[src/rtl/kd_tree_traverse_pipe.sv]
// ============================================================================
// kd_tree_traverse_pipe : pipelined KD-tree descent, one level per stage,
//                         register-held internal nodes, valid/ready flow.
// Option macro: KD_TREE_PATCH_PASSTHRU_EN (carry patch through to out_patch).
// Revision: 1.0
// ============================================================================
`default_nettype none

module kd_tree_traverse_pipe #(
  parameter int DIM_WIDTH = 11,
  parameter int NUM_DIMS  = 5,
  parameter int IDX_WIDTH = 3,
  parameter int DEPTH     = 6,
  parameter int TAG_WIDTH = 8
) (
  input  logic                          clk,
  input  logic                          rst,
  input  logic                          wr_restart,
  input  logic                          wr_en,
  input  logic [IDX_WIDTH+DIM_WIDTH-1:0] wr_data,
  output logic                          tree_loaded,
  input  logic                          in_valid,
  output logic                          in_ready,
  input  logic [NUM_DIMS*DIM_WIDTH-1:0] in_patch,
  input  logic [TAG_WIDTH-1:0]          in_tag,
  output logic                          out_valid,
  input  logic                          out_ready,
  output logic [DEPTH-1:0]              out_leaf,
  output logic [TAG_WIDTH-1:0]          out_tag,
  output logic [NUM_DIMS*DIM_WIDTH-1:0] out_patch
);

  localparam int NUM_NODES = (1 << DEPTH) - 1;
  localparam int PATCH_W   = NUM_DIMS * DIM_WIDTH;
  localparam int NODE_W    = IDX_WIDTH + DIM_WIDTH;

  function automatic logic [DIM_WIDTH-1:0] pick_comp(
    input logic [PATCH_W-1:0]   patch,
    input logic [IDX_WIDTH-1:0] sel
  );
    // Out-of-range split dimensions fall back to component 0.
    pick_comp = patch[DIM_WIDTH-1:0];
    for (int k = 1; k < NUM_DIMS; k++) begin
      if (sel == IDX_WIDTH'(k)) pick_comp = patch[k*DIM_WIDTH +: DIM_WIDTH];
    end
  endfunction

  // ---------------- node table and write port ----------------
  logic [NODE_W-1:0] node_q [NUM_NODES];
  logic [NODE_W-1:0] node_d [NUM_NODES];
  logic [DEPTH-1:0]  ptr_q, ptr_d;
  logic              loaded_q, loaded_d;

  always_comb begin
    node_d   = node_q;
    ptr_d    = ptr_q;
    loaded_d = loaded_q;
    if (wr_restart) begin
      ptr_d    = '0;
      loaded_d = 1'b0;
    end else if (wr_en && !loaded_q) begin
      for (int i = 0; i < NUM_NODES; i++) begin
        if (ptr_q == DEPTH'(i)) node_d[i] = wr_data;
      end
      ptr_d = ptr_q + 1'b1;
      if (ptr_q == DEPTH'(NUM_NODES - 1)) loaded_d = 1'b1;
    end
  end

  // ---------------- lookup pipeline ----------------
  // Stage s holds the pre-lookup in-level index for level s (upper bits zero).
  logic                 advance;
  logic [DEPTH-1:0]     st_valid_q, st_valid_d;
  logic [DEPTH-1:0]     st_idx_q   [DEPTH];
  logic [DEPTH-1:0]     st_idx_d   [DEPTH];
  logic [TAG_WIDTH-1:0] st_tag_q   [DEPTH];
  logic [TAG_WIDTH-1:0] st_tag_d   [DEPTH];
  logic [PATCH_W-1:0]   st_patch_q [DEPTH];
  logic [PATCH_W-1:0]   st_patch_d [DEPTH];
  logic [DEPTH-1:0]     nxt_idx    [DEPTH];

  logic                 out_valid_q, out_valid_d;
  logic [DEPTH-1:0]     out_leaf_q, out_leaf_d;
  logic [TAG_WIDTH-1:0] out_tag_q, out_tag_d;

  assign advance = !out_valid_q || out_ready;

  generate
    for (genvar s = 0; s < DEPTH; s++) begin : g_level
      logic [DEPTH-1:0]     addr;
      logic [NODE_W-1:0]    word;
      logic [DIM_WIDTH-1:0] comp;
      assign addr       = DEPTH'((1 << s) - 1) + st_idx_q[s];
      assign word       = node_q[addr];
      assign comp       = pick_comp(st_patch_q[s], word[NODE_W-1 -: IDX_WIDTH]);
      assign nxt_idx[s] = {st_idx_q[s][DEPTH-2:0], (comp >= word[DIM_WIDTH-1:0])};
    end
  endgenerate

  always_comb begin
    st_valid_d  = st_valid_q;
    st_idx_d    = st_idx_q;
    st_tag_d    = st_tag_q;
    st_patch_d  = st_patch_q;
    out_valid_d = out_valid_q;
    out_leaf_d  = out_leaf_q;
    out_tag_d   = out_tag_q;
    if (advance) begin
      st_valid_d[0] = in_valid && loaded_q;
      st_idx_d[0]   = '0;
      st_tag_d[0]   = in_tag;
      st_patch_d[0] = in_patch;
      for (int s = 1; s < DEPTH; s++) begin
        st_valid_d[s] = st_valid_q[s-1];
        st_idx_d[s]   = nxt_idx[s-1];
        st_tag_d[s]   = st_tag_q[s-1];
        st_patch_d[s] = st_patch_q[s-1];
      end
      out_valid_d = st_valid_q[DEPTH-1];
      out_leaf_d  = nxt_idx[DEPTH-1];
      out_tag_d   = st_tag_q[DEPTH-1];
    end
  end

  always_ff @(posedge clk or posedge rst) begin
    if (rst) begin
      for (int i = 0; i < NUM_NODES; i++) node_q[i] <= '0;
      ptr_q      <= '0;
      loaded_q   <= 1'b0;
      st_valid_q <= '0;
      for (int s = 0; s < DEPTH; s++) begin
        st_idx_q[s]   <= '0;
        st_tag_q[s]   <= '0;
        st_patch_q[s] <= '0;
      end
      out_valid_q <= 1'b0;
      out_leaf_q  <= '0;
      out_tag_q   <= '0;
    end else begin
      node_q      <= node_d;
      ptr_q       <= ptr_d;
      loaded_q    <= loaded_d;
      st_valid_q  <= st_valid_d;
      st_idx_q    <= st_idx_d;
      st_tag_q    <= st_tag_d;
      st_patch_q  <= st_patch_d;
      out_valid_q <= out_valid_d;
      out_leaf_q  <= out_leaf_d;
      out_tag_q   <= out_tag_d;
    end
  end

`ifdef KD_TREE_PATCH_PASSTHRU_EN
  logic [PATCH_W-1:0] out_patch_q, out_patch_d;

  always_comb begin
    out_patch_d = out_patch_q;
    if (advance) out_patch_d = st_patch_q[DEPTH-1];
  end

  always_ff @(posedge clk or posedge rst) begin
    if (rst) out_patch_q <= '0;
    else     out_patch_q <= out_patch_d;
  end

  assign out_patch = out_patch_q;
`else
  assign out_patch = '0;
`endif

  assign tree_loaded = loaded_q;
  assign in_ready    = advance && loaded_q;
  assign out_valid   = out_valid_q;
  assign out_leaf    = out_leaf_q;
  assign out_tag     = out_tag_q;

endmodule

`default_nettype wire

[config.mk]
export PLATFORM = sky130hd
export DESIGN_NAME = kd_tree_traverse_pipe
export DESIGN_NICKNAME = d
export VERILOG_FILES = /design/src/rtl/kd_tree_traverse_pipe.sv
export SDC_FILE = /design/constraint.sdc
export NUM_CORES = 2
export LEC_CHECK = 0
export CORE_MARGIN = 2
export CORE_UTILIZATION = 40
export DETAILED_ROUTE_END_ITERATION = 7
export GPL_ROUTABILITY_DRIVEN = 0
export GPL_TIMING_DRIVEN = 1
export SLEW_MARGIN = 20
export SYNTH_ARGS = -nofsm -noshare
export SYNTH_HDL_FRONTEND = slang
export SYNTH_SLANG_ARGS = --single-unit
[constraint.sdc]
create_clock -name clk -period 52.6 [get_ports clk]
set_clock_uncertainty 0.15 [all_clocks]
set_input_delay 5.26 -clock clk [delete_from_list [all_inputs] [get_ports clk]]
set_output_delay 5.26 -clock clk [all_outputs]
set_load 0.02 [all_outputs]
### After elaboration in Yosys (flattened, before gate mapping)

Index checks and enable logic that the tools add are counted.

| storage, ports and cells | value |
|---|---|
| register bits after elaboration | 1303 |
| latch bits | 0 |
| bits in writable memories | 0 |
| bits in read-only memories | 0 |
| bits of input ports | 83 |
| output and inout port bits | 72 |
| word-level logic and storage cells | 312 |
| memories | 0 |

| operators by class | value |
|---|---|
| $add $sub $neg | 6 |
| multipliers | 0 |
| divide/modulo/power cells | 0 |
| $lt $le $gt $ge | 11 |
| equal/unequal tests | 86 |
| shift-type cells | 0 |
| muxes and demuxes | 44 |
| bitwise logic cells | 6 |
| reduce and logical (&&, ||, !) cells | 73 |

Operators with widths:

| operator | number |
|---|---|
| binary-select mux 14 bit (select 6 bit) | 5 |
| 2-to-1 mux 11 bit | 24 |
| AND reduction 3 bit | 63 |
| == test 6 bit, second input constant | 31 |
| 2-to-1 mux 14 bit | 10 |
| == test 6 x 5 -> 1 bit, second input constant | 16 |
| >= comparator 11 bit | 6 |
| == test 6 x 4 -> 1 bit, second input constant | 8 |
| == test 3 x 2 -> 1 bit, second input constant | 12 |
| >= comparator 7 bit, second input constant | 5 |
| == test 6 x 3 -> 1 bit, second input constant | 4 |
| == test 3 x 1 -> 1 bit, second input constant | 6 |
| == test 3 bit, second input constant | 6 |
| == test 6 x 2 -> 1 bit, second input constant | 2 |
| 2-to-1 mux 6 bit | 2 |
| NOT 2 -> 7 bit | 1 |
| NOT 3 -> 7 bit | 1 |
| NOT 4 -> 7 bit | 1 |
| NOT 5 -> 7 bit | 1 |
| NOT 6 -> 7 bit | 1 |
| adder 5 x 5 -> 6 bit, first input constant | 1 |
| adder 6 x 1 -> 6 bit, second input constant | 1 |
| == test 6 x 1 -> 1 bit, second input constant | 1 |
| logical NOT 6 bit | 1 |
| 11 further kinds | 17 |

### Depth between registers and ports, before layout

| depth | value |
|---|---|
| depth in word-level cells | 11 |
| gate-level depth with buffers | 28 |
| gate-level depth less buffers | 19 |

### Worst setup path before layout

No wires, ideal clock.

| timing | value |
|---|---|
| kind | input to output |
| start | in out_ready |
| end | out in_ready |
| data arrival time | 6.171 ns |
| data required time | 47.190 ns |
| slack | 41.019 ns |
| stages on the path | 4 |
| buffers on the path | 2 |
| path through | nor2b_1 clkbuf_1 clkbuf_1 nor2_1 |

| between the ends | value |
|---|---|
| cells in the longest elaborated chain, start to end | 2 |

RTL lines:

| what | RTL line | source |
|---|---|---|
| start, declared | 27 | `input logic out_ready,` |
| logical OR 1 bit | 86 | `assign advance = !out_valid_q \|\| out_ready;` |
| logical AND 1 bit | 172 | `assign in_ready = advance && loaded_q;` |
| end, declared | 23 | `output logic in_ready,` |

No other way between the ends.

### Final worst setup path

Same ends and word-level chain as after synthesis.

==> impl_metrics.xml <==
<?xml version="1.0" encoding="UTF-8"?>
<metrics>
  <group name="clock_tree">
    <metric name="clock_buffers_created_by_tritoncts" unit="">138</metric>
    <metric name="ctsHoldBuffers" unit="">0</metric>
    <metric name="worst_skew_pair.late_latency" unit="ns">0.78</metric>
    <metric name="tritoncts" unit="">built</metric>
    <metric name="numClockSinks" unit="">1303</metric>
    <metric name="clk_root_buffer_cell" unit="">clkbuf_16</metric>
    <metric name="cts_repair_resize_count" unit="">0</metric>
    <metric name="htree_num_levels" unit="">4</metric>
    <metric name="postCtsSetupBuffers" unit="">0</metric>
    <metric name="cts.clk_slew.worst_paths" unit="ns">0.06</metric>
    <metric name="ctsLongestPathBuffers" unit="">3</metric>
  </group>
  <group name="floorplanning">
    <metric name="core_area" unit="µm²">158000</metric>
    <metric name="floorplan.io_pins" unit="">155</metric>
    <metric name="fp-row-count" unit="">146</metric>
    <metric name="floorplan.initialDensity" unit="%">40.3</metric>
    <metric name="die-width" unit="µm">403</metric>
    <metric name="die_area" unit="µm²">163000</metric>
    <metric name="chip_height" unit="µm">403</metric>
  </group>
  <group name="routing">
    <metric name="antenna_left" unit="">0</metric>
    <metric name="num_vias" unit="">41200</metric>
    <metric name="post_detailed_route_drc_marker_count" unit="">0</metric>
    <metric name="viasPerCell" unit="">5.61</metric>
    <metric name="routed_wire_length_per_instance" unit="µm">23.7</metric>
    <metric name="finalWirelength" unit="µm">174000</metric>
    <metric name="detailedRoute.firstIterationViolations" unit="">3369</metric>
    <metric name="drt-pass1-iter-count" unit="">7</metric>
  </group>
  <group name="setup_path">
    <metric name="largest_incremental_delay_on_the_critical_path" unit="ns">0.56</metric>
    <metric name="cp-endpoint" unit="">in_ready</metric>
    <metric name="worst-endpoint-required" unit="ns">47.19</metric>
    <metric name="path_common_cell" unit="">clkdlybuf4s50_1</metric>
    <metric name="arrival" unit="ns">7.01</metric>
    <metric name="timing.rr.end" unit="">nxt_idx[1]$_DFFE_PP0N_</metric>
    <metric name="timing.critical_path.cells" unit="">clkdlybuf4s50_1 -&gt; nor2b_4 -&gt; buf_12 -&gt; nor2_1 -&gt; clkdlybuf4s50_1</metric>
    <metric name="r2r_cells" unit="">20</metric>
    <metric name="worst_setup_slack_for_register_to_register_paths" unit="ns">45.10</metric>
    <metric name="setup.worst_path.start" unit="">out_ready</metric>
    <metric name="worstSetupPathType" unit="">in2out</metric>
    <metric name="cp-end-kind" unit="">primary output</metric>
    <metric name="cpMaxStageDelayCell" unit="">clkdlybuf4s50_1</metric>
    <metric name="startpoint_type" unit="">primary input</metric>
    <metric name="timing.rr.start" unit="">nxt_idx[7]$_DFFE_PP0N_</metric>
    <metric name="peak_fanout_along_the_critical_path" unit="">147</metric>
  </group>
  <group name="timing">
    <metric name="fin_crit_sh" unit="%">23.6</metric>
    <metric name="max-slew-margin-rel" unit="%">23.4</metric>
    <metric name="drv_slew" unit="">0</metric>
    <metric name="finalSetupTns" unit="ns">0</metric>
    <metric name="report.final.setup_viol" unit="">0</metric>
    <metric name="report.final.hold_viol_count" unit="">0</metric>
    <metric name="fmax" unit="MHz">80.5</metric>
    <metric name="timing.final.crit_period" unit="ns">12.42</metric>
    <metric name="worst-slew-pin-transition" unit="ns">1.15</metric>
    <metric name="layout_setup_ws" unit="ns">40.18</metric>
    <metric name="rsz0062_at_grt" unit="">no</metric>
  </group>
  <group name="global_route">
    <metric name="first_global_vias" unit="">41100</metric>
    <metric name="maximum_number_of_pins_on_one_net_before_global_route_repair" unit="">192</metric>
    <metric name="grt_pass1_wl" unit="µm">267000</metric>
    <metric name="globalRouteOverflowTotal" unit="">0</metric>
    <metric name="number_of_antenna_violations_at_the_first_check_in_global_routing" unit="">5</metric>
    <metric name="gr-usage-all-layers" unit="%">21.5</metric>
  </group>
  <group name="synthesis">
    <metric name="synth-compound-area-share" unit="%">3.94</metric>
    <metric name="synth-edff-count" unit="">0</metric>
    <metric name="synthesis.area" unit="µm²">63700</metric>
    <metric name="ys_warn_count" unit="">0</metric>
    <metric name="postSynth.asyncResetShare" unit="%">100</metric>
    <metric name="yosys.area_share.simple" unit="%">9.86</metric>
    <metric name="dominant_combinational_cell_family_by_area_after_synthesis" unit="">multiplexers</metric>
    <metric name="fraction_of_synthesized_cell_area_in_xor_and_xnor_cells" unit="%">0.247</metric>
    <metric name="synth.area.mux_share" unit="%">29.7</metric>
    <metric name="postSynthCellCount" unit="">5254</metric>
    <metric name="ys_dominant_reg_cell" unit="">dfrtp_1</metric>
    <metric name="ys_seq_elements" unit="">1303</metric>
    <metric name="synth.area.top_cells" unit="">dfrtp_1 51%, mux2_2 15%, mux4_2 11%, nand2_1 7.9%, mux2i_1 2.3%</metric>
    <metric name="yosys.area_share.adder" unit="%">1.45</metric>
    <metric name="syn_avg_cell_area" unit="µm²">12.1</metric>
    <metric name="ys_seq_area_share" unit="%">51.1</metric>
    <metric name="yosys.cell_types.count" unit="">61</metric>
    <metric name="synth_top_area_cell" unit="">dfrtp_1</metric>
    <metric name="yosys.area.top_type_share" unit="%">51.1</metric>
  </group>
  <group name="placed_design">
    <metric name="place_worst_setup_slack" unit="ns">40.12</metric>
    <metric name="detailedPlacementHpwl" unit="µm">113000</metric>
    <metric name="port-buffer-count" unit="">99</metric>
  </group>
  <group name="layout">
    <metric name="layout.cells.most_common" unit="">nand2_1</metric>
    <metric name="design.final.nets" unit="">5319</metric>
    <metric name="multi_input_area" unit="µm²">29300</metric>
    <metric name="final-seq-area" unit="µm²">32600</metric>
    <metric name="drive_gt1_share" unit="%">29.4</metric>
    <metric name="fillCellCount" unit="">14400</metric>
    <metric name="layout-area-overhead-vs-synth" unit="%">11.0</metric>
    <metric name="antennaDiodeCount" unit="">0</metric>
    <metric name="layout.cells.most_common_list" unit="">1348 x nand2_1, 1299 x dfrtp_1, 852 x mux2_2</metric>
  </group>
  <group name="min_path">
    <metric name="hold_crit_class" unit="">reg2reg</metric>
  </group>
  <group name="run">
    <metric name="timing.max_cap.violations" unit="">0</metric>
  </group>
  <group name="outcome">
    <metric name="outcome" unit="">complete, no violations</metric>
  </group>
  <group name="pwr">
    <metric name="power_per_cell_area" unit="nW/µm²">44.7</metric>
    <metric name="worst_ir_drop_vdd" unit="mV">0.0513</metric>
    <metric name="p_leak" unit="nW">34.0</metric>
  </group>
</metrics>
==> registers in the layout (all words and copies together) (netlist names) <==
signal       flops
node_q         882
nxt_idx         15
out_leaf         6
out_tag          8
out_valid        1
ptr_q            6
st_patch_q     330
st_tag_q        48
st_valid_q       6
tree_loaded      1
==> logic make-up after synthesis <==
family / after synthesis
AO/OA/AOI/OAI: 380
XOR/XNOR: 15
adder cells (fa/ha/maj): 74
buffers and inverters: 511
flip-flops: 1303
multiplexers: 1372
other: 1
AND/OR/NAND/NOR: 1598
==> Yosys cell counts (3+ instances only) <==
cell / n
nand2_1: 1348
dfrtp_1: 1303
mux2_2: 852
mux4_2: 322
clkbuf_1: 300
mux2i_1: 148
nor2_1: 128
a21oi_1: 108
ha_1: 74
buf_4: 65
o21ai_0: 56
buf_2: 48
buf_1: 46
mux2_1: 46
o22ai_1: 44
inv_1: 41
a211oi_1: 38
nand3_1: 38
nor2b_1: 30
o21a_1: 25
a22o_1: 19
a222oi_1: 17
nand2b_1: 15
nand4_1: 12
a221o_1: 11
o2bb2ai_1: 11
a21oi_2: 10
buf_6: 10
a21o_1: 9
xor2_1: 7
o21ai_1: 6
xnor2_1: 6
a31oi_1: 5
nor3_1: 5
a2111oi_0: 4
and3_1: 4
mux4_1: 4
nor4_1: 4
a221oi_1: 3
a22oi_1: 3
o22a_1: 3
==> routing by layer <==
layer / track usage, % / vias to the layer above / part of all wire [%]
met5: 0 / - / 0
met3: 3.50 / 227 / 5.4
met1: 31.3 / 21600 / 45
li1: - / 18200 / -
met4: 5.96 / 0 / 2.3
met2: 33.5 / 1106 / 47
==> how the worst min path moves through the flow <==
stage                                   start                   endpoint  cells after the start
detailed placement  st_valid_q[5]$_DFFE_PP0N_  st_valid_q[5]$_DFFE_PP0N_                      2
global placement    st_valid_q[5]$_DFFE_PP0N_  st_valid_q[5]$_DFFE_PP0N_                      2
CTS                 st_valid_q[5]$_DFFE_PP0N_      out_valid$_DFFE_PP0N_                      1
floorplan           st_valid_q[5]$_DFFE_PP0N_  st_valid_q[5]$_DFFE_PP0N_                      2
global route        st_valid_q[5]$_DFFE_PP0N_      out_valid$_DFFE_PP0N_                      1
finish              st_valid_q[5]$_DFFE_PP0N_      out_valid$_DFFE_PP0N_                      1
==> layout make-up <==
class                           count  area share, %
Sequential cell                  1303           46.1
Multi-Input combinational cell   3494           41.3
Clock buffer                      206           5.85
Tap cell                         2072           3.66
Timing Repair Buffer              184           2.35
Clock inverter                     36          0.504
Inverter                           41          0.228
==> worst max-delay path, delay by kind of cell <==
family / cells / cell delay [ns]
buf+inv: 3 / 1.51
simple gates: 2 / 0.24
==> power breakdown <==
group	switching [mW]	internal, mW
combinational	0.674	0.421
sequential	0.0524	1.04
clock	0.408	0.568
total	1.13	2.03
==> per-stage QoR <==
stage / cells / utilization (%) / hold slack (ns) / total power, mW / area [µm²]
4_1_cts: 7335 / 44.7 / 0.309 / 3.19 / 70700
6_report: 7336 / 44.7 / 0.301 / 3.17 / 70800
2_1_floorplan: 5308 / - / 0.280 / 1.87 / 64000
5_1_grt: 7336 / 44.7 / 0.336 / 3.31 / 70800
3_5_place_dp: 7093 / 41.8 / 0.299 / 2.21 / 66200
3_3_place_gp: 7093 / 41.8 / 0.299 / 2.20 / 66200
No activity file was read; power rests on OpenSTA's default activity.
